**src/rtl/processor_pkg.sv**
```systemverilog
// Shared types and constants for the 16-bit processor control path.
package processor_pkg;

    localparam int unsigned OPCODE_W = 4;
    localparam int unsigned PC_W     = 8;

    localparam logic [OPCODE_W-1:0] OP_HALT_DEFAULT = 4'hF;

    typedef enum logic [2:0] {
        IDLE   = 3'd0,
        FETCH  = 3'd1,
        DECODE = 3'd2,
        EXEC   = 3'd3,
        WB     = 3'd4,
        HALT   = 3'd5,
        FAULT  = 3'd6
    } seq_state_e;

endpackage

```
**src/rtl/instr_sequencer_if.sv**
```systemverilog
// Control/strobe bundle between the instruction sequencer and the datapath.
interface instr_sequencer_if
    import processor_pkg::*;
#(
    parameter int unsigned CNT_W = 16
) ();

    logic                run;
    logic                step_mode;
    logic                step_pulse;
    logic [OPCODE_W-1:0] opcode;
    logic                jump_flag;
    logic                regwrite_flag;
    logic                imem_ready;

    logic                imem_req;
    logic                ir_load;
    logic                pc_inc;
    logic                pc_load;
    logic                reg_we;
    logic                halted;
    logic                fault;
    logic [2:0]          state;
    logic [CNT_W-1:0]    instr_count;

    // master = sequencer, slave = datapath / debug host
    modport master (
        input  run, step_mode, step_pulse, opcode, jump_flag, regwrite_flag, imem_ready,
        output imem_req, ir_load, pc_inc, pc_load, reg_we, halted, fault, state, instr_count
    );

    modport slave (
        output run, step_mode, step_pulse, opcode, jump_flag, regwrite_flag, imem_ready,
        input  imem_req, ir_load, pc_inc, pc_load, reg_we, halted, fault, state, instr_count
    );

endinterface

```
**src/rtl/seq_wait_timer.sv**
```systemverilog
// Consecutive-wait counter for FETCH; flags the cycle on which the wait limit is hit.
module seq_wait_timer #(
    parameter int unsigned TIMEOUT = 15
) (
    input  logic clk,
    input  logic rstn,
    input  logic clear,
    input  logic enable,
    output logic expired
);

    localparam int unsigned CW      = (TIMEOUT > 2) ? $clog2(TIMEOUT) : 1;
    localparam int unsigned LAST    = (TIMEOUT == 0) ? 0 : TIMEOUT - 1;
    localparam bit          ENABLED = (TIMEOUT != 0);

    logic [CW-1:0] cnt_q;

    always_ff @(posedge clk or negedge rstn) begin
        if (!rstn) begin
            cnt_q <= '0;
        end else if (clear) begin
            cnt_q <= '0;
        end else if (enable) begin
            cnt_q <= cnt_q + 1'b1;
        end
    end

    // Fires on the Nth consecutive enabled cycle, so the count never needs to reach TIMEOUT.
    assign expired = ENABLED && enable && (cnt_q == CW'(LAST));

endmodule

```
**src/rtl/instr_sequencer.sv**
```systemverilog
// Multi-cycle fetch/decode/execute/writeback sequencer with run/halt, single-step and imem timeout.
module instr_sequencer
    import processor_pkg::*;
#(
    parameter logic [OPCODE_W-1:0] OP_HALT      = OP_HALT_DEFAULT,
    parameter int unsigned         IMEM_TIMEOUT = 15,
    parameter int unsigned         CNT_W        = 16
) (
    input  logic              clk,
    input  logic              rstn,
    instr_sequencer_if.master bus
);

    seq_state_e       state_q;
    seq_state_e       state_d;
    logic [CNT_W-1:0] count_q;
    logic             retire;
    logic             wait_en;
    logic             wait_expired;

    assign wait_en = (state_q == FETCH) && !bus.imem_ready;

    seq_wait_timer #(
        .TIMEOUT (IMEM_TIMEOUT)
    ) u_wait_timer (
        .clk     (clk),
        .rstn    (rstn),
        .clear   (!wait_en),
        .enable  (wait_en),
        .expired (wait_expired)
    );

    always_ff @(posedge clk or negedge rstn) begin
        if (!rstn) begin
            state_q <= IDLE;
            count_q <= '0;
        end else begin
            state_q <= state_d;
            if (retire) begin
                count_q <= count_q + 1'b1;
            end
        end
    end

    always_comb begin
        state_d     = state_q;
        retire      = 1'b0;
        bus.ir_load = 1'b0;
        bus.pc_inc  = 1'b0;
        bus.pc_load = 1'b0;
        bus.reg_we  = 1'b0;

        case (state_q)
            IDLE: begin
                if (bus.run && (!bus.step_mode || bus.step_pulse)) begin
                    state_d = FETCH;
                end
            end
            FETCH: begin
                // Ready takes priority over a timeout firing in the same cycle.
                if (bus.imem_ready) begin
                    bus.ir_load = 1'b1;
                    state_d     = DECODE;
                end else if (wait_expired) begin
                    state_d = FAULT;
                end
            end
            DECODE: begin
                state_d = (bus.opcode == OP_HALT) ? HALT : EXEC;
            end
            EXEC: begin
                if (bus.jump_flag) begin
                    bus.pc_load = 1'b1;
                end else begin
                    bus.pc_inc = 1'b1;
                end
                if (bus.regwrite_flag) begin
                    state_d = WB;
                end else begin
                    retire = 1'b1;
                end
            end
            WB: begin
                bus.reg_we = 1'b1;
                retire     = 1'b1;
            end
            HALT: begin
                if (!bus.run) begin
                    state_d = IDLE;
                end
            end
            FAULT: begin
                state_d = FAULT;
            end
            default: begin
                state_d = IDLE;
            end
        endcase

        if (retire) begin
            state_d = (!bus.run || bus.step_mode) ? IDLE : FETCH;
        end
    end

    assign bus.imem_req    = (state_q == FETCH);
    assign bus.halted      = (state_q == HALT);
    assign bus.fault       = (state_q == FAULT);
    assign bus.state       = state_q;
    assign bus.instr_count = count_q;

endmodule

```
**src/flat_wrapper.sv**
```systemverilog
// flat-port wrapper written by rule: the top's interface ports become plain ports
module instr_sequencer_flat import processor_pkg::*;
#(
    parameter logic [OPCODE_W-1:0] OP_HALT      = OP_HALT_DEFAULT,
    parameter int unsigned         IMEM_TIMEOUT = 15,
    parameter int unsigned         CNT_W        = 16
)
  (clk, rstn, bus_run, bus_step_mode, bus_step_pulse, bus_opcode, bus_jump_flag, bus_regwrite_flag, bus_imem_ready, bus_imem_req, bus_ir_load, bus_pc_inc, bus_pc_load, bus_reg_we, bus_halted, bus_fault, bus_state, bus_instr_count);
  instr_sequencer_if #(.CNT_W(CNT_W)) bus_i ();
  input  logic clk;
  input  logic rstn;
  input wire logic [$bits(bus_i.run)-1:0] bus_run;
  input wire logic [$bits(bus_i.step_mode)-1:0] bus_step_mode;
  input wire logic [$bits(bus_i.step_pulse)-1:0] bus_step_pulse;
  input wire logic [$bits(bus_i.opcode)-1:0] bus_opcode;
  input wire logic [$bits(bus_i.jump_flag)-1:0] bus_jump_flag;
  input wire logic [$bits(bus_i.regwrite_flag)-1:0] bus_regwrite_flag;
  input wire logic [$bits(bus_i.imem_ready)-1:0] bus_imem_ready;
  output wire logic [$bits(bus_i.imem_req)-1:0] bus_imem_req;
  output wire logic [$bits(bus_i.ir_load)-1:0] bus_ir_load;
  output wire logic [$bits(bus_i.pc_inc)-1:0] bus_pc_inc;
  output wire logic [$bits(bus_i.pc_load)-1:0] bus_pc_load;
  output wire logic [$bits(bus_i.reg_we)-1:0] bus_reg_we;
  output wire logic [$bits(bus_i.halted)-1:0] bus_halted;
  output wire logic [$bits(bus_i.fault)-1:0] bus_fault;
  output wire logic [$bits(bus_i.state)-1:0] bus_state;
  output wire logic [$bits(bus_i.instr_count)-1:0] bus_instr_count;
  assign bus_i.run = bus_run;
  assign bus_i.step_mode = bus_step_mode;
  assign bus_i.step_pulse = bus_step_pulse;
  assign bus_i.opcode = bus_opcode;
  assign bus_i.jump_flag = bus_jump_flag;
  assign bus_i.regwrite_flag = bus_regwrite_flag;
  assign bus_i.imem_ready = bus_imem_ready;
  assign bus_imem_req = bus_i.imem_req;
  assign bus_ir_load = bus_i.ir_load;
  assign bus_pc_inc = bus_i.pc_inc;
  assign bus_pc_load = bus_i.pc_load;
  assign bus_reg_we = bus_i.reg_we;
  assign bus_halted = bus_i.halted;
  assign bus_fault = bus_i.fault;
  assign bus_state = bus_i.state;
  assign bus_instr_count = bus_i.instr_count;
  instr_sequencer #(.OP_HALT(OP_HALT), .IMEM_TIMEOUT(IMEM_TIMEOUT), .CNT_W(CNT_W)) u_core (.clk(clk), .rstn(rstn), .bus(bus_i));
endmodule
```
**config.mk**
```make
export PLATFORM = sky130hd
export DESIGN_NAME = instr_sequencer_flat
export DESIGN_NICKNAME = d
export VERILOG_FILES = /design/src/rtl/processor_pkg.sv /design/src/rtl/instr_sequencer_if.sv /design/src/rtl/seq_wait_timer.sv /design/src/rtl/instr_sequencer.sv /design/src/flat_wrapper.sv
export SDC_FILE = /design/constraint.sdc
export NUM_CORES = 1
export LEC_CHECK = 0
export ABC_AREA = 1
export CAP_MARGIN = 20
export CORE_MARGIN = 2
export CORE_UTILIZATION = 42
export DETAILED_ROUTE_END_ITERATION = 12
export HOLD_SLACK_MARGIN = 0.02
export PLACE_DENSITY = 0.7
export REMOVE_ABC_BUFFERS = 1
export SLEW_MARGIN = 40
export SYNTH_ARGS = -nofsm -noshare
export SYNTH_HDL_FRONTEND = slang
export SYNTH_HIERARCHICAL = 1
export SYNTH_SLANG_ARGS = --single-unit
```
**constraint.sdc**
```tcl
create_clock -name clk -period 4.6 [get_ports clk]
set_input_delay 0.92 -clock clk [delete_from_list [all_inputs] [get_ports clk]]
set_output_delay 0.92 -clock clk [all_outputs]
set_load 0.01 [all_outputs]
```
==> results of run 1 <==
-- metrics by stage --
step	power, uW	instance area, um^2
6_report	756.9	1887
5_1_grt	822.4	1887
4_1_cts	767.8	1887
3_5_place_dp	669.8	1861
3_3_place_gp	667.4	1866
2_1_floorplan	515.4	1438
-- kinds of logic (layout without fill, tap and decap cells) --
kind of cell               Yosys count  in the layout
and+or+nand+nor                    127            127
xor gates and xnor gates             7              7
DFF                                 23             23
AOI/OAI and AO/OA                   10             10
adders and majority gates            3              3
buffers and inverters               28             68
-- path summary, 6_finish.rpt --
kind	startpoint	to	slack (ps)	cells after the start
worst max-delay path	bus_imem_ready	bus_ir_load	1580	4
worst min-delay path	u_core/bus.instr_count[0]$_DFFE_PN0P_	u_core/bus.instr_count[0]$_DFFE_PN0P_	530	1
worst max register to register	u_core/bus.state[2]$_DFFE_PN0P_	u_core/bus.state[0]$_DFFE_PN0P_	2880	11
worst min register to register	u_core/bus.instr_count[0]$_DFFE_PN0P_	u_core/bus.instr_count[0]$_DFFE_PN0P_	530	1
max in group asynchronous	rstn	u_core/bus.instr_count[14]$_DFFE_PN0P_	3680	1
min in group asynchronous	rstn	u_core/bus.instr_count[13]$_DFFE_PN0P_	560	1
-- layer usage --
layer / share of wire (%) / GRT usage (%) / routed length [um]
met1: 49 / 21.93 / 1476
met2: 44 / 25.40 / 1343
met3: 5.2 / 3.423 / 156
met4: 1.6 / 6.667 / 48
met5: 0 / 0 / 0
-- state kept, by name, indices dropped and copies added (netlist names) --
register                   cells
u_core/u_wait_timer/cnt_q      4
u_core/bus.state               3
u_core/bus.instr_count        16
-- power by group through the flow --
stage,sequential [uW],clock [uW],combinational [uW]
after floorplan,309,0,206
after global placement,304,0,364
after detailed placement,302,0,368
after CTS,299,99.5,369
after global routing,308,109,405
final,298,93.8,365
-- worst max-delay path, delay by kind of cell --
kind / cells / cell delay (ps)
buf+inv: 3 / 1080
simple gates: 1 / 100
-- area by class of cell --
| type | count | area (um^2) | area share, % |
|---|---|---|---|
| clock buffers | 4 | 26.28 | 1.393 |
| inverters | 27 | 101.3 | 5.371 |
| multi-input cells | 147 | 760.7 | 40.32 |
| flip-flops and latches | 23 | 575.6 | 30.50 |
| well taps | 46 | 57.56 | 3.050 |
| repair buffers | 37 | 365.4 | 19.36 |
-- placed cells by master (no fill, tap or decap), types with 4 or more instances in the layout --
cell type / netlist / final
nand2_1: 67 / 67
nor2_1: 24 / 24
dfrtp_1: 23 / 23
nand4_1: 5 / 5
clkdlybuf4s50_1: 0 / 36
nand3_1: 13 / 13
inv_1: 25 / 25
nand2_4: 4 / 4
==> impl_metrics.toml, run 1 <==
[synth]
ys_ff_latch = 23
yosysTopAreaCellShare_pct = 39.48
netlist_top_cells_area = "dfrtp_1 39%, nand2_1 17%, inv_1 6.4%"
synth_top_family_by_area = "simple AND/OR/NAND/NOR gates"
synth-simple-area-share_pct = 40.69
synthCells = 198
yosys.area.top_type = "dfrtp_1"
synth.most_common_cell = "nand2_1"
ys.flop_type = "dfrtp_1"
synth_edf_count = 0
synth_compound_gate_area_share_pct = 4.206
async_reset_ff_share_pct = 100.0
muxShareOfSynthArea_pct = 0
yosysWarnings = 6
synth_common_cells = "67 x nand2_1, 25 x inv_1, 24 x nor2_1"
synthAdderAreaFrac_pct = 2.575
synthDistinctLibCells = 25
syn_area_per_cell_um2 = 7.362
synth-xor-area-share_pct = 4.721
synth_area_um2 = 1458
synth_seq_area_share_pct = 39.48

[detailed_routing]
remaining_drc_errors = 0
first_pass_iters = 4
dr_total_vias = 1339
first_iter_violations = 62
routedWlPerCell_um = 10.65
viasPerCell = 4.715
detail-route-antenna-nets = 0
drt-total-wl_um = 3025

[sta]
maxSlewHeadroom_pct = 65.40
slew_violations = 0
fin_ws_ps = 1583
fin_crit_sh_pct = 65.58
fin_crit_ps = 3017
tightest_slew_ps = 519.1
hold-worst-slack_ps = 533.4
rsz0062_at_grt = "false"
fin_skew_ps = 12.30
final-hold-violation-count = 0
finalSetupViolations = 0
tns_ps = 0
clock.fmax_mhz = 331.5

[cts]
postCtsSetupRepairBufs = 0
cts_buffers = 3
cts_buffer_depth = 2
cts_sinks = 23
cts-root-buf = "clkbuf_4"
cts-resized-gates = 0
tritoncts = "done"
clkSlewWorstSetupHoldPaths_ps = 120
clock_latency_ps = 310
cts_max_level = 1
hold_buffers = 0

[die]
fp.dieH_um = 62.91
num_rows = 21
die_x_um = 62.91
start_util_pct = 43.68
ios = 38
core_um2 = 3337
fp.dieArea_um2 = 3958

[global_route]
grt_overflow = 0
grt_max_degree = 24
track_usage_pct = 16.28
grt_pass1_wl_um = 5195
grt_pass1_vias = 1195
grt_antenna_before_repair = 0

[power_and_ir_drop]
internal_power_uw = 443.6
netSwitchingPower_uw = 313.3
clkPwrFrac_pct = 12.4
power_frac_comb_pct = 48.2
power.density_nw_per_um2 = 401.2
ir_drop_mv = 0.2541
sw_frac_of_total_pct = 41.40
leakage_uw = 0.0009087
seqPwrFrac_pct = 39.4

[placement]
dp_cells = 280
dp_hpwl_um = 2306
pre_cts_ws_ps = 1583
gp_congestion = 0.7764
io_buffers = 37

[final_layout]
finalNetCount = 254
fill_cells = 333
area_growth_pct = 29.44
finalNonFillerCells = 284
drive_gt1_share_pct = 8.824
final_util_pct = 56.54
num_antenna_cells = 0

[worst_setup_path]
cpPeakStageDelay_ps = 540
arrival_ps = 2100
critical_path.most_common_cell = "clkdlybuf4s50_1"
crit_fanout = 2
worstSetupPathType = "in2out"
cp.required_ps = 3680
crit_path_cell_trace = "clkdlybuf4s50_1 > inv_1 > nor2_1 > clkdlybuf4s50_1"
slowest_stage = "clkdlybuf4s50_1"
cp-start-kind = "input pin"
endpoint_kind = "output pin"

[hold_path]
hold_class = "reg2reg"

[job]
cap_violations = 0

[outcome]
status = "finished, final reports clean"
No activity file was read; power rests on OpenSTA's default activity.
==> run 2: changes to the inputs <==
clock period = 3.1 ns   (was 4.6 ns; I/O delays follow)
==> impl_metrics.toml, run 2 (synthesis gave the netlist of run 1 again) <==
[job]
cap_violations = 0

[power_and_ir_drop]
clkPwrFrac_pct = 12.1
power_frac_comb_pct = 48.5
seqPwrFrac_pct = 39.4
sw_frac_of_total_pct = 41.29
internal_power_uw = 660.2
ir_drop_mv = 0.4216
netSwitchingPower_uw = 464.3
leakage_uw = 0.0009135
power.density_nw_per_um2 = 592.0

[detailed_routing]
viasPerCell = 4.646
detail-route-antenna-nets = 0
first_iter_violations = 63
routedWlPerCell_um = 10.10
first_pass_iters = 4
drt-total-wl_um = 2878
remaining_drc_errors = 0
dr_total_vias = 1324

[global_route]
grt_antenna_before_repair = 0
track_usage_pct = 15.58
grt_max_degree = 24
grt_pass1_vias = 1124
grt_overflow = 0
grt_pass1_wl_um = 4981

[worst_setup_path]
worstSetupPathType = "in2out"
endpoint_kind = "output pin"
crit_path_cell_trace = "clkdlybuf4s50_1 > inv_1 > nor2_1 > clkdlybuf4s50_1"
arrival_ps = 1780
cpPeakStageDelay_ps = 540
critical_path.most_common_cell = "clkdlybuf4s50_1"
rr_worst_depth = 11
cp-start-kind = "input pin"
cp.required_ps = 2480
crit_fanout = 2
r2r_setup_slack_ps = 1390
slowest_stage = "clkdlybuf4s50_1"

[hold_path]
holdPathStages = 2
hold_class = "reg2reg"

[sta]
slew_violations = 0
final-hold-violation-count = 0
fin_crit_ps = 2401
rsz0062_at_grt = "false"
fin_crit_sh_pct = 77.45
finalSetupViolations = 0
tightest_slew_ps = 414.0
maxSlewHeadroom_pct = 72.30
tns_ps = 0
clock.fmax_mhz = 416.5
fin_skew_ps = 10.23

[final_layout]
num_antenna_cells = 0
design_area_um2 = 1899
seq_area_um2 = 575.6
final_common_cell = "nand2_1"
layout_common_cells = "67 x nand2_1, 37 x clkdlybuf4s50_1, 25 x inv_1, 24 x nor2_1, 23 x dfrtp_1"
largest_reg_flops = 16
finalNetCount = 255
area_growth_pct = 30.30
multi_input_area_um2 = 760.7
drive_gt1_share_pct = 8.787
fill_cells = 317

[cts]
hold_buffers = 0
cts_max_level = 1
cts_buffer_depth = 2
cts_buffers = 3
cts_sinks = 23
cts-root-buf = "clkbuf_4"
tritoncts = "done"
clkSlewWorstSetupHoldPaths_ps = 130
clock_latency_ps = 310
cts-resized-gates = 0
postCtsSetupRepairBufs = 0

[die]
fp.dieH_um = 62.91
num_rows = 21
core_um2 = 3337
fp.dieArea_um2 = 3958
start_util_pct = 43.68
die_x_um = 62.91
ios = 38

[placement]
dp_hpwl_um = 2275
gp_congestion = 0.7943
dpl_cell_area_um2 = 1873
io_buffers = 37

[outcome]
status = "finished, final reports clean"
## run 2: cell types whose count changed in the layout (fill, tap and decap cells not counted)
cell,before,now
buf_2,1,0
buf_4,0,1
clkdlybuf4s50_1,36,37
## run 2: per-stage QoR
stage               power (uW)  utilization (%)  setup WS, ps  hold WS, ps  instances
finish                    1124            56.92         699.2        527.1        285
global route              1217            56.92         588.1        565.7        285
CTS                       1139            56.92         687.3        529.1        285
detailed placement       997.9            56.13         686.9        500.9        281
global placement         990.4            56.13         712.8        486.8        281
floorplan                764.7                -          1554        324.4        197
## run 2: worst max-delay path: cells and delay by family
family | cells | cell delay, ps
AND/OR/NAND/NOR | 1 | 100
buffers and inverters | 3 | 1060
## run 2: routing by layer
| metal | GRT usage (%) | wire, um |
|---|---|---|
| met5 | 0 | 0 |
| met4 | 5.833 | 27 |
| met1 | 22.45 | 1445 |
| met3 | 3.243 | 129 |
| met2 | 22.87 | 1275 |
## run 2: area by class of cell
class	count	area share [%]
clock buffer	4	1.383
sequential	23	30.30
timing repair buffer	38	19.89
inverter	27	5.336
tap	46	3.030
multi-input combinational	147	40.05
## run 2: power by group through the flow
| stage | registers [uW] | logic (uW) | clock network (uW) |
|---|---|---|---|
| floorplan | 459 | 305 | 0 |
| global placement | 451 | 540 | 0 |
| detailed placement | 449 | 549 | 0 |
| CTS | 444 | 552 | 144 |
| global route | 457 | 604 | 156 |
| finish | 443 | 545 | 136 |
## run 2: worst paths after layout
kind,start,end
setup / recovery,bus_imem_ready,bus_ir_load
hold / removal,u_core/bus.instr_count[15]$_DFFE_PN0P_,u_core/bus.instr_count[15]$_DFFE_PN0P_
setup reg to reg,u_core/bus.state[2]$_DFFE_PN0P_,u_core/bus.state[0]$_DFFE_PN0P_
hold reg to reg,u_core/bus.instr_count[15]$_DFFE_PN0P_,u_core/bus.instr_count[15]$_DFFE_PN0P_
max in group asynchronous,rstn,u_core/bus.instr_count[14]$_DFFE_PN0P_
min in group asynchronous,rstn,u_core/bus.instr_count[4]$_DFFE_PN0P_
==> run 3: changes to the inputs <==
PLACE_DENSITY = 0.73   (was 0.7)
clock period = 2.1 ns   (was 3.1 ns; I/O delays follow)
==> impl_metrics.toml, run 3 (synthesis gave the netlist of run 1 again) <==
[cts]
cts_sinks = 23
cts_buffers = 3
hold_buffers = 0
clock_latency_ps = 320
cts_max_level = 1
cts-root-buf = "clkbuf_4"
cts_buffer_depth = 2
tritoncts = "done"
clkSlewWorstSetupHoldPaths_ps = 130

[global_route]
grt_max_degree = 24
grt_pass1_wl_um = 5402
grt_pass1_vias = 1228
track_usage_pct = 16.88
grt_overflow = 0
use_met1_pct = 23.02
grt_antenna_before_repair = 0
gr-usage-met3_pct = 2.883
grtUsageMet2_pct = 26.20
grt.busiest_layer = "met2"

[power_and_ir_drop]
total_power_uw = 1733
power.density_nw_per_um2 = 881.9
ir_drop_mv = 0.5307
leakage_uw = 0.001046

[die]
fp.dieH_um = 62.91
ios = 38
start_util_pct = 43.68
die_x_um = 62.91
fp.dieArea_um2 = 3958
core_um2 = 3337
num_rows = 21

[detailed_routing]
dr_total_vias = 1362
remaining_drc_errors = 0
routedWlPerCell_um = 10.77
first_iter_violations = 59
first_pass_iters = 4
detail-route-antenna-nets = 0
drt-total-wl_um = 3135
viasPerCell = 4.680

[final_layout]
finalNetCount = 261
drive_gt1_share_pct = 12.24
finalNonFillerCells = 291
final_common_cell = "nand2_1"
design_area_um2 = 1966
area_growth_pct = 34.85
layout_common_cells = "67 x nand2_1, 31 x clkdlybuf4s50_1, 25 x inv_1, 24 x nor2_1, 21 x dfrtp_1"
num_antenna_cells = 0
largest_reg_flops = 16
fill_cells = 309

[placement]
dp_cells = 282
dp_hpwl_um = 2274
io_buffers = 37
gp_congestion = 0.7875
dpl_cell_area_um2 = 1881

[worst_setup_path]
cp.required_ps = 1680
cp-start-kind = "register"
arrival_ps = 1590
endpoint_kind = "output pin"
setup.worst_path.start = "u_core/bus.state[0]$_DFFE_PN0P_"
crit_fanout = 4
worstSetupPathType = "reg2out"
timing.rr.start = "u_core/bus.state[1]$_DFFE_PN0P_"

[sta]
maxSlewHeadroom_pct = 78.73
tightest_slew_ps = 317.9
finalSetupViolations = 0
fin_crit_sh_pct = 95.60
fin_crit_ps = 2008
fin_skew_ps = 12.18
final-hold-violation-count = 0
tns_ps = 0
slew_violations = 0
clock.fmax_mhz = 498.1
rsz0062_at_grt = "false"

[outcome]
status = "finished, final reports clean"

[hold_path]
hold_class = "in2async"

[job]
cap_violations = 0
run 3: final timing paths:
kind	end	slack [ps]	cells after the start
min in group clk	u_core/bus.instr_count[15]$_DFFE_PN0P_	530	2
max in group asynchronous	u_core/bus.state[1]$_DFFE_PN0P_	1400	2
max	bus_halted	90	3
max reg2reg	u_core/bus.state[2]$_DFFE_PN0P_	480	11
min	u_core/bus.instr_count[2]$_DFFE_PN0P_	440	2
min reg2reg	u_core/bus.instr_count[15]$_DFFE_PN0P_	530	2
run 3: report_power, final:
group          switching, uW  internal [uW]  total [uW]
Sequential               115            530         645
Combinational            463            418         881
Clock                    137           71.3         208
run 3: final cells by class:
cell class	instances	area (um^2)	area share, %
clock buffers	3	22.52	1.146
well taps	46	57.56	2.928
inverters	27	103.9	5.283
multi-input cells	147	760.7	38.70
clock inverters	1	5.005	0.2546
flip-flops and latches	23	578.1	29.41
repair buffers	44	437.9	22.28
run 3: what timing repair did:
item / in CTS / in global routing
setup buffers: 3 / 2
endpoints found under the setup margin: 6 / 6
gates resized for setup: 2 / 7
run 3: through the flow:
| step | setup WS (ps) | hold slack (ps) | utilization (%) |
|---|---|---|---|
| after floorplan | 554.3 | 124.4 | - |
| final | 92.39 | 439.1 | 58.91 |
| after global routing | 13.69 | 450.8 | 58.91 |
| after CTS | 7.330 | 445.6 | 57.93 |
| after global placement | 112.5 | 489.4 | 56.36 |
| after detailed placement | 98.60 | 502.4 | 56.36 |
run 3: critical path, stage by stage, from the launching register on:
cell	delay, ps
dfrtp_1	420
inv_1	100
nor3_2	190
clkdlybuf4s50_1	570
run 3: routing by layer:
layer	wire length (um)	up-vias
met1	1492	609
li1	-	711
met2	1414	37
met4	56	0
met5	0	-
met3	172	5
